==> src/rtl/sdram_burst_arbiter_if.sv <==
// Burst request/handshake bundle between the frame-buffer arbiter and the SDRAM controller.
interface sdram_burst_arbiter_if #(
  parameter int OFS_W = 20
);
  logic             sdram_wr_req;
  logic             sdram_rd_req;
  logic [OFS_W+1:0] sdram_addr;
  logic             burst_ack;
  logic             burst_done;

  modport master (
    output sdram_wr_req, sdram_rd_req, sdram_addr,
    input  burst_ack, burst_done
  );

  modport slave (
    input  sdram_wr_req, sdram_rd_req, sdram_addr,
    output burst_ack, burst_done
  );
endinterface

==> src/rtl/sdram_burst_arbiter.sv <==
// One-burst-at-a-time scheduler between camera write FIFO and VGA read FIFO,
// walking per-port frame offsets within the ping-pong frame buffer banks.
module sdram_burst_arbiter #(
  parameter int BURST_LEN   = 256,
  parameter int FRAME_WORDS = 307200,
  parameter int OFS_W       = 20,
  parameter int USE_W       = 10,
  parameter int RD_URGENT   = 256,
  parameter int RD_THRESH   = 768
) (
  input  logic                  clk,
  input  logic                  rst_n,
  input  logic                  sdram_init_done,
  input  logic [1:0]            wr_bank,
  input  logic [1:0]            rd_bank,
  input  logic                  wr_load,
  input  logic                  rd_load,
  input  logic [USE_W-1:0]      wrf_use,
  input  logic [USE_W-1:0]      rdf_use,
  sdram_burst_arbiter_if.master ctrl,
  output logic                  frame_write_done,
  output logic                  frame_read_done
);

  localparam logic [USE_W:0]   BURST_U  = (USE_W+1)'(BURST_LEN);
  localparam logic [USE_W:0]   URGENT_U = (USE_W+1)'(RD_URGENT);
  localparam logic [USE_W:0]   THRESH_U = (USE_W+1)'(RD_THRESH);
  localparam logic [OFS_W-1:0] OFS_STEP = OFS_W'(BURST_LEN);
  localparam logic [OFS_W-1:0] OFS_LAST = OFS_W'(FRAME_WORDS - BURST_LEN);

  typedef enum logic [2:0] {IDLE, WR_REQ, WR_WAIT, RD_REQ, RD_WAIT} state_t;
  typedef enum logic {GNT_WR, GNT_RD} grant_t;

  state_t           state, state_n;
  grant_t           last_grant, last_grant_n;
  logic [OFS_W-1:0] wr_ofs, wr_ofs_n, rd_ofs, rd_ofs_n;
  logic             wr_pend, wr_pend_n, rd_pend, rd_pend_n;
  logic             wr_req_q, wr_req_n, rd_req_q, rd_req_n;
  logic [OFS_W+1:0] addr_q, addr_n;
  logic             fwd_n, frd_n;

  logic             wr_elig, rd_elig, rd_urgent, pick_rd, pick_wr;
  logic             wr_active, rd_active;
  logic [OFS_W-1:0] wr_ofs_cur, rd_ofs_cur;

  assign wr_elig   = sdram_init_done && ({1'b0, wrf_use} >= BURST_U);
  assign rd_elig   = sdram_init_done && ({1'b0, rdf_use} <  THRESH_U);
  assign rd_urgent = {1'b0, rdf_use} < URGENT_U;
  assign pick_rd   = rd_elig && (rd_urgent || !wr_elig || last_grant == GNT_WR);
  assign pick_wr   = wr_elig && !pick_rd;

  assign wr_active = (state == WR_REQ) || (state == WR_WAIT);
  assign rd_active = (state == RD_REQ) || (state == RD_WAIT);

  // A load arriving in the same IDLE cycle as a grant restarts that burst at 0.
  assign wr_ofs_cur = wr_load ? '0 : wr_ofs;
  assign rd_ofs_cur = rd_load ? '0 : rd_ofs;

  always_comb begin
    // NOTE: every output of this block gets a default first, so no path can infer a latch.
    state_n      = state;
    last_grant_n = last_grant;
    wr_ofs_n     = wr_ofs;
    rd_ofs_n     = rd_ofs;
    wr_pend_n    = wr_pend;
    rd_pend_n    = rd_pend;
    wr_req_n     = wr_req_q;
    rd_req_n     = rd_req_q;
    addr_n       = addr_q;
    fwd_n        = 1'b0;
    frd_n        = 1'b0;

    if (wr_load) begin
      if (wr_active) wr_pend_n = 1'b1;
      else           wr_ofs_n  = '0;
    end
    if (rd_load) begin
      if (rd_active) rd_pend_n = 1'b1;
      else           rd_ofs_n  = '0;
    end

    unique case (state)
      IDLE: begin
        if (pick_rd) begin
          state_n      = RD_REQ;
          rd_req_n     = 1'b1;
          addr_n       = {rd_bank, rd_ofs_cur};
          last_grant_n = GNT_RD;
        end else if (pick_wr) begin
          state_n      = WR_REQ;
          wr_req_n     = 1'b1;
          addr_n       = {wr_bank, wr_ofs_cur};
          last_grant_n = GNT_WR;
        end
      end
      WR_REQ: if (ctrl.burst_ack) begin
        wr_req_n = 1'b0;
        state_n  = WR_WAIT;
      end
      RD_REQ: if (ctrl.burst_ack) begin
        rd_req_n = 1'b0;
        state_n  = RD_WAIT;
      end
      WR_WAIT: if (ctrl.burst_done) begin
        state_n   = IDLE;
        fwd_n     = (wr_ofs == OFS_LAST);
        wr_pend_n = 1'b0;
        if (wr_pend || wr_load || wr_ofs == OFS_LAST) wr_ofs_n = '0;
        else                                          wr_ofs_n = wr_ofs + OFS_STEP;
      end
      RD_WAIT: if (ctrl.burst_done) begin
        state_n   = IDLE;
        frd_n     = (rd_ofs == OFS_LAST);
        rd_pend_n = 1'b0;
        if (rd_pend || rd_load || rd_ofs == OFS_LAST) rd_ofs_n = '0;
        else                                          rd_ofs_n = rd_ofs + OFS_STEP;
      end
      default: state_n = IDLE;
    endcase
  end

  // NOTE: sequential state uses non-blocking assignments so all flops update together.
  always_ff @(posedge clk or negedge rst_n) begin
    if (!rst_n) begin
      state            <= IDLE;
      last_grant       <= GNT_RD;
      wr_ofs           <= '0;
      rd_ofs           <= '0;
      wr_pend          <= 1'b0;
      rd_pend          <= 1'b0;
      wr_req_q         <= 1'b0;
      rd_req_q         <= 1'b0;
      addr_q           <= '0;
      frame_write_done <= 1'b0;
      frame_read_done  <= 1'b0;
    end else begin
      state            <= state_n;
      last_grant       <= last_grant_n;
      wr_ofs           <= wr_ofs_n;
      rd_ofs           <= rd_ofs_n;
      wr_pend          <= wr_pend_n;
      rd_pend          <= rd_pend_n;
      wr_req_q         <= wr_req_n;
      rd_req_q         <= rd_req_n;
      addr_q           <= addr_n;
      frame_write_done <= fwd_n;
      frame_read_done  <= frd_n;
    end
  end

  assign ctrl.sdram_wr_req = wr_req_q;
  assign ctrl.sdram_rd_req = rd_req_q;
  assign ctrl.sdram_addr   = addr_q;

endmodule
==> src/flat_wrapper.sv <==
// flat-port wrapper written by rule: the top's interface ports become plain ports
module sdram_burst_arbiter_flat 
#(
  parameter int BURST_LEN   = 256,
  parameter int FRAME_WORDS = 307200,
  parameter int OFS_W       = 20,
  parameter int USE_W       = 10,
  parameter int RD_URGENT   = 256,
  parameter int RD_THRESH   = 768
)
  (clk, rst_n, sdram_init_done, wr_bank, rd_bank, wr_load, rd_load, wrf_use, rdf_use, frame_write_done, frame_read_done, ctrl_sdram_wr_req, ctrl_sdram_rd_req, ctrl_sdram_addr, ctrl_burst_ack, ctrl_burst_done);
  sdram_burst_arbiter_if #(.OFS_W(OFS_W)) ctrl_i ();
  input  logic clk;
  input  logic rst_n;
  input  logic sdram_init_done;
  input  logic [1:0] wr_bank;
  input  logic [1:0] rd_bank;
  input  logic wr_load;
  input  logic rd_load;
  input  logic [USE_W-1:0] wrf_use;
  input  logic [USE_W-1:0] rdf_use;
  output logic frame_write_done;
  output logic frame_read_done;
  output wire logic [$bits(ctrl_i.sdram_wr_req)-1:0] ctrl_sdram_wr_req;
  output wire logic [$bits(ctrl_i.sdram_rd_req)-1:0] ctrl_sdram_rd_req;
  output wire logic [$bits(ctrl_i.sdram_addr)-1:0] ctrl_sdram_addr;
  input wire logic [$bits(ctrl_i.burst_ack)-1:0] ctrl_burst_ack;
  input wire logic [$bits(ctrl_i.burst_done)-1:0] ctrl_burst_done;
  assign ctrl_sdram_wr_req = ctrl_i.sdram_wr_req;
  assign ctrl_sdram_rd_req = ctrl_i.sdram_rd_req;
  assign ctrl_sdram_addr = ctrl_i.sdram_addr;
  assign ctrl_i.burst_ack = ctrl_burst_ack;
  assign ctrl_i.burst_done = ctrl_burst_done;
  sdram_burst_arbiter #(.BURST_LEN(BURST_LEN), .FRAME_WORDS(FRAME_WORDS), .OFS_W(OFS_W), .USE_W(USE_W), .RD_URGENT(RD_URGENT), .RD_THRESH(RD_THRESH)) u_core (.clk(clk), .rst_n(rst_n), .sdram_init_done(sdram_init_done), .wr_bank(wr_bank), .rd_bank(rd_bank), .wr_load(wr_load), .rd_load(rd_load), .wrf_use(wrf_use), .rdf_use(rdf_use), .ctrl(ctrl_i), .frame_write_done(frame_write_done), .frame_read_done(frame_read_done));
endmodule
==> config.mk <==
export PLATFORM = sky130hd
export DESIGN_NAME = sdram_burst_arbiter_flat
export DESIGN_NICKNAME = d
export VERILOG_FILES = /design/src/rtl/sdram_burst_arbiter_if.sv /design/src/rtl/sdram_burst_arbiter.sv /design/src/flat_wrapper.sv
export SDC_FILE = /design/constraint.sdc
export NUM_CORES = 1
export LEC_CHECK = 0
export CELL_PAD_IN_SITES_DETAIL_PLACEMENT = 1
export CELL_PAD_IN_SITES_GLOBAL_PLACEMENT = 2
export CORE_ASPECT_RATIO = 0.7
export CORE_MARGIN = 2
export CORE_UTILIZATION = 34
export DETAILED_ROUTE_END_ITERATION = 8
export GPL_ROUTABILITY_DRIVEN = 0
export GPL_TIMING_DRIVEN = 0
export HOLD_SLACK_MARGIN = 0.15
export PLACE_DENSITY = 0.84
export SYNTH_ARGS = -nofsm -noshare
export SYNTH_HDL_FRONTEND = slang
export SYNTH_SLANG_ARGS = --single-unit
==> constraint.sdc <==
create_clock -name clk -period 2.2 [get_ports clk]
set_clock_uncertainty 0.05 [all_clocks]
set_input_delay 0.22 -clock clk [delete_from_list [all_inputs] [get_ports clk]]
set_output_delay 0.22 -clock clk [all_outputs]
set_load 0.05 [all_outputs]
==> results.md <==
- The count of inserted antenna diode cells is 0.
- The layout cell share with drive strength beyond 1 is around 11%.
- After clock tree synthesis, the clock-pin slew on the worst setup and hold paths is about 0.060 ns.
- The yosys synthesis warning count is 0.
- The number of slew-limit violations in the final report is 0.
- The total power is 4.28 mW.
- The worst setup path is launched from a flip-flop.
- The number of top-level pins is 57.
- The wire-length estimate of the detail-placed layout is 7030 um.
- The number of H-tree branching levels is 3.
- The peak supply drop is 0.465 mV.
- The run finished with clean final reports.
- The library cell used as clock root buffer is clkbuf_16.
- The most common library cell in the layout ignoring fill and taps is dfrtp_1.
- Entering global routing, the biggest net connects 54 pins.
- The headroom to the max-slew limit is 66.0%.
- The highest attainable clock frequency is about 0.47 GHz.
- The total CTS buffers is 9.
- The number of DRC violations after detailed-routing iteration 0 is 173.
- The cell type of the slowest stage on the worst timing path is dfrtp_1.
- The transition at the pin with the smallest max-transition slack is just over 0.5 ns.
- Sorting the synthesized cells by area gives the leading types as dfrtp_1 (52%), a221o_1 (5.9%), and2_1 (3.8%).
- The vertical die dimension is 87.9 um.
- The synthesized design spends more area on one cell type than any other, namely dfrtp_1.
- The number of failing setup endpoints in the final timing report is 0.
- The via count of the first global-routing pass came to 3076.
- The final hold violation count came to 0.
- The insertion delay to the later sink of the worst-skew pair is 0.34 ns.
- The filler cell count is 1083.
- The number of setup buffers added after CTS is 0.
- For this run, asynchronously set or reset flops after synthesis account for 100%.
- The width of the chip is 124 um.
- The total core area is between 9000 and 10000 um2.
- The data required time at the worst endpoint is 2.36 ns.
- After detailed routing, the total wire length is 10000 um.
- Counting along the longest clock path gives a buffer depth of 2.
- The per-cell via count in the routed design is approximately 5.5.
- The number of placement rows is 30.
- The initial antenna violation count is 0.
- Global routing used 20.5% of the available tracks across all layers.
- The number of buffers and inverters on the critical path is 2.
- The initial core utilization is 35.2%.
- In this run the worst hold path is classified as in -> reg.
- The final antenna-violating net count is 0.
- The classification of the worst setup path is reg -> reg.
- The post-layout minimum cycle time is ~2.1 ns.
- The core occupancy in the finished layout is between 40% and 50%.
- Synthesis produced a netlist whose cell count is 334.
- The number of nets produced by synthesis is 367.
- Of all nets on the critical path, the largest fanout is 10.
- For this design the static power due to leakage is 1.88 nW.
- Yosys mapped a number of flops with a built-in enable equal to 0.
- The register bit total from synthesis is 72.
- The synthesis-to-finish area growth is 28.5%.
- After detailed routing, the number of remaining DRC violations is 0.
- The global-route wire length before repair is about 17000 um.
- Grouping stages by cell kind, the critical path spends the most delay in compound AO/OA/AOI/OAI gates.
- Dividing total power by cell area gives a power density of 975 nW/um2.
- Max-cap violations in this run came to 0.
- The CTS sink count is 72.
- The top cell type by area accounts for slightly above 50% of the synthesized area.
- In the layout the commonest cells are dfrtp_1 (71), clkdlybuf4s50_1 (38), nand2_1 (31).
- Setup repair after global routing could not meet its margin everywhere.
- In the synthesized netlist the dominant register cell turns out to be dfrtp_1.
- The share of the clock period used by the worst path after layout is 96.0%.
- At the end of the flow, the number of nets in the layout was 419.
- The worst setup path is captured at a flip-flop.
- The average routed wire per standard cell is 19.3 um.
- During placement, the flow inserted port buffers numbering 39.
- TritonCTS built the clock tree.
- The synthesized netlist contains 51 unique library cells.
- The die covers between 10000 and 15000 um2.
- By instance count, the cell type seen most on the critical path is o21ai_0.
- For this run, the slowest stage of the critical path takes 0.44 ns.
- In this run the cell area of the synthesized design comes to 3420 um2.
- Global routing finished with a remaining overflow of 0.
- The pre-antenna-repair detailed-routing pass consisted of 4 iterations.
- The signal on the critical path passes through buf_2 -> nor2b_1 -> o21ai_0 -> nand2_1 -> buf_2 -> o21ai_0 -> o21ai_0.
- The final route contains around 2900 vias.
- Data on the critical path arrives at its endpoint at ~2.3 ns.
- The mean cell area of the mapped netlist is 10.2 um2.
- The worst hold slack is 0.223 ns.
- The part of the Yosys area used for sequential elements is about 53%.
-- synthesized netlist by cell type, types with 7 or more instances --
cell,n
a21oi_1,12
a221o_1,20
and2_0,17
and2_1,21
buf_2,8
clkbuf_1,7
dfrtp_1,71
nand2_1,31
nand3_1,24
nor2_1,15
o21ai_0,24
o311ai_0,7
-- path summary, 6_finish.rpt --
path / startpoint / endpoint / cells past startpoint / slack (ns)
worst max-delay path: u_core.state[0] / u_core.rd_ofs[10] / 7 / 0.09
worst min-delay path: ctrl_burst_done / u_core.frame_write_done / 3 / 0.22
worst min register to register: u_core.last_grant / u_core.last_grant / 2 / 0.46
max in group asynchronous: rst_n / u_core.last_grant / 3 / 1.24
worst max register to register: u_core.state[0] / u_core.rd_ofs[10] / 7 / 0.09
min in group asynchronous: rst_n / u_core.wr_ofs[9] / 2 / 0.26
-- metrics by stage --
stage / setup slack, ns / std cells / area (um2) / setup TNS, ns
2_1_floorplan: 0.451 / 334 / 3420 / 0
3_3_place_gp: -1.83 / 501 / 3970 / -130.98
3_5_place_dp: -0.129 / 502 / 4000 / -2.06
4_1_cts: 0.00233 / 519 / 4380 / 0
5_1_grt: -0.0298 / 519 / 4400 / -0.154
6_report: 0.0887 / 519 / 4400 / 0
-- sequential cells by signal, summed over array words and instances, names as in the netlist --
name,count
u_core.rd_pend,1
u_core.ctrl.sdram_rd_req,1
u_core.frame_write_done,1
u_core.frame_read_done,1
u_core.last_grant,1
u_core.ctrl.sdram_wr_req,1
u_core.state,3
u_core.wr_ofs,20
u_core.rd_ofs,20
u_core.ctrl.sdram_addr,22
u_core.wr_pend,1
-- tightest hold or removal path: stages --
cell      delay, ns
clkbuf_1       0.18
nand2_1        0.12
nor3b_1        0.05
-- final cells by class --
cell class / count / area [um2] / area share (%)
buffer: 18 / 91.3 / 2.08
tap: 128 / 160 / 3.64
timing repair buffer: 41 / 425 / 9.68
clock inverter: 4 / 98.8 / 2.25
inverter: 5 / 18.8 / 0.427
clock buffer: 12 / 267 / 6.06
multi-input combinational: 239 / 1530 / 34.8
sequential: 72 / 1800 / 41.0
-- per-layer routing --
| metal | GRT usage, % | routed length [um] |
|---|---|---|
| met1 | 28.5 | 4880 |
| met2 | 31.3 | 4610 |
| met3 | 5.79 | 407 |
| met4 | 6.10 | 136 |
| met5 | 0 | 0 |
-- what timing repair did --
action | 4_1_cts | 5_1_grt
hold buffers | 1 | 0
hold endpoints to repair | 71 | 0
endpoints found under the setup margin | 9 | 27
resized for setup | 1 | 5
pin swaps | 0 | 0
-- power by group --
| part | internal, mW | switching [mW] | total, mW |
|---|---|---|---|
| clock | 1.20 | 0.579 | 1.78 |
| sequential | 1.42 | 0.0748 | 1.50 |
| combinational | 0.315 | 0.689 | 1.00 |
-- cell families after synthesis --
family                     after synthesis  share of synthesized area [%]
AOI/OAI and AO/OA                       83                           17.7
adders and majority gates                2                          0.731
buffers and inverters                   23                           3.18
DFF                                     72                           52.7
muxes                                    5                           1.46
and+or+nand+nor                        149                           24.3
Power figures use the tool's default switching activity.
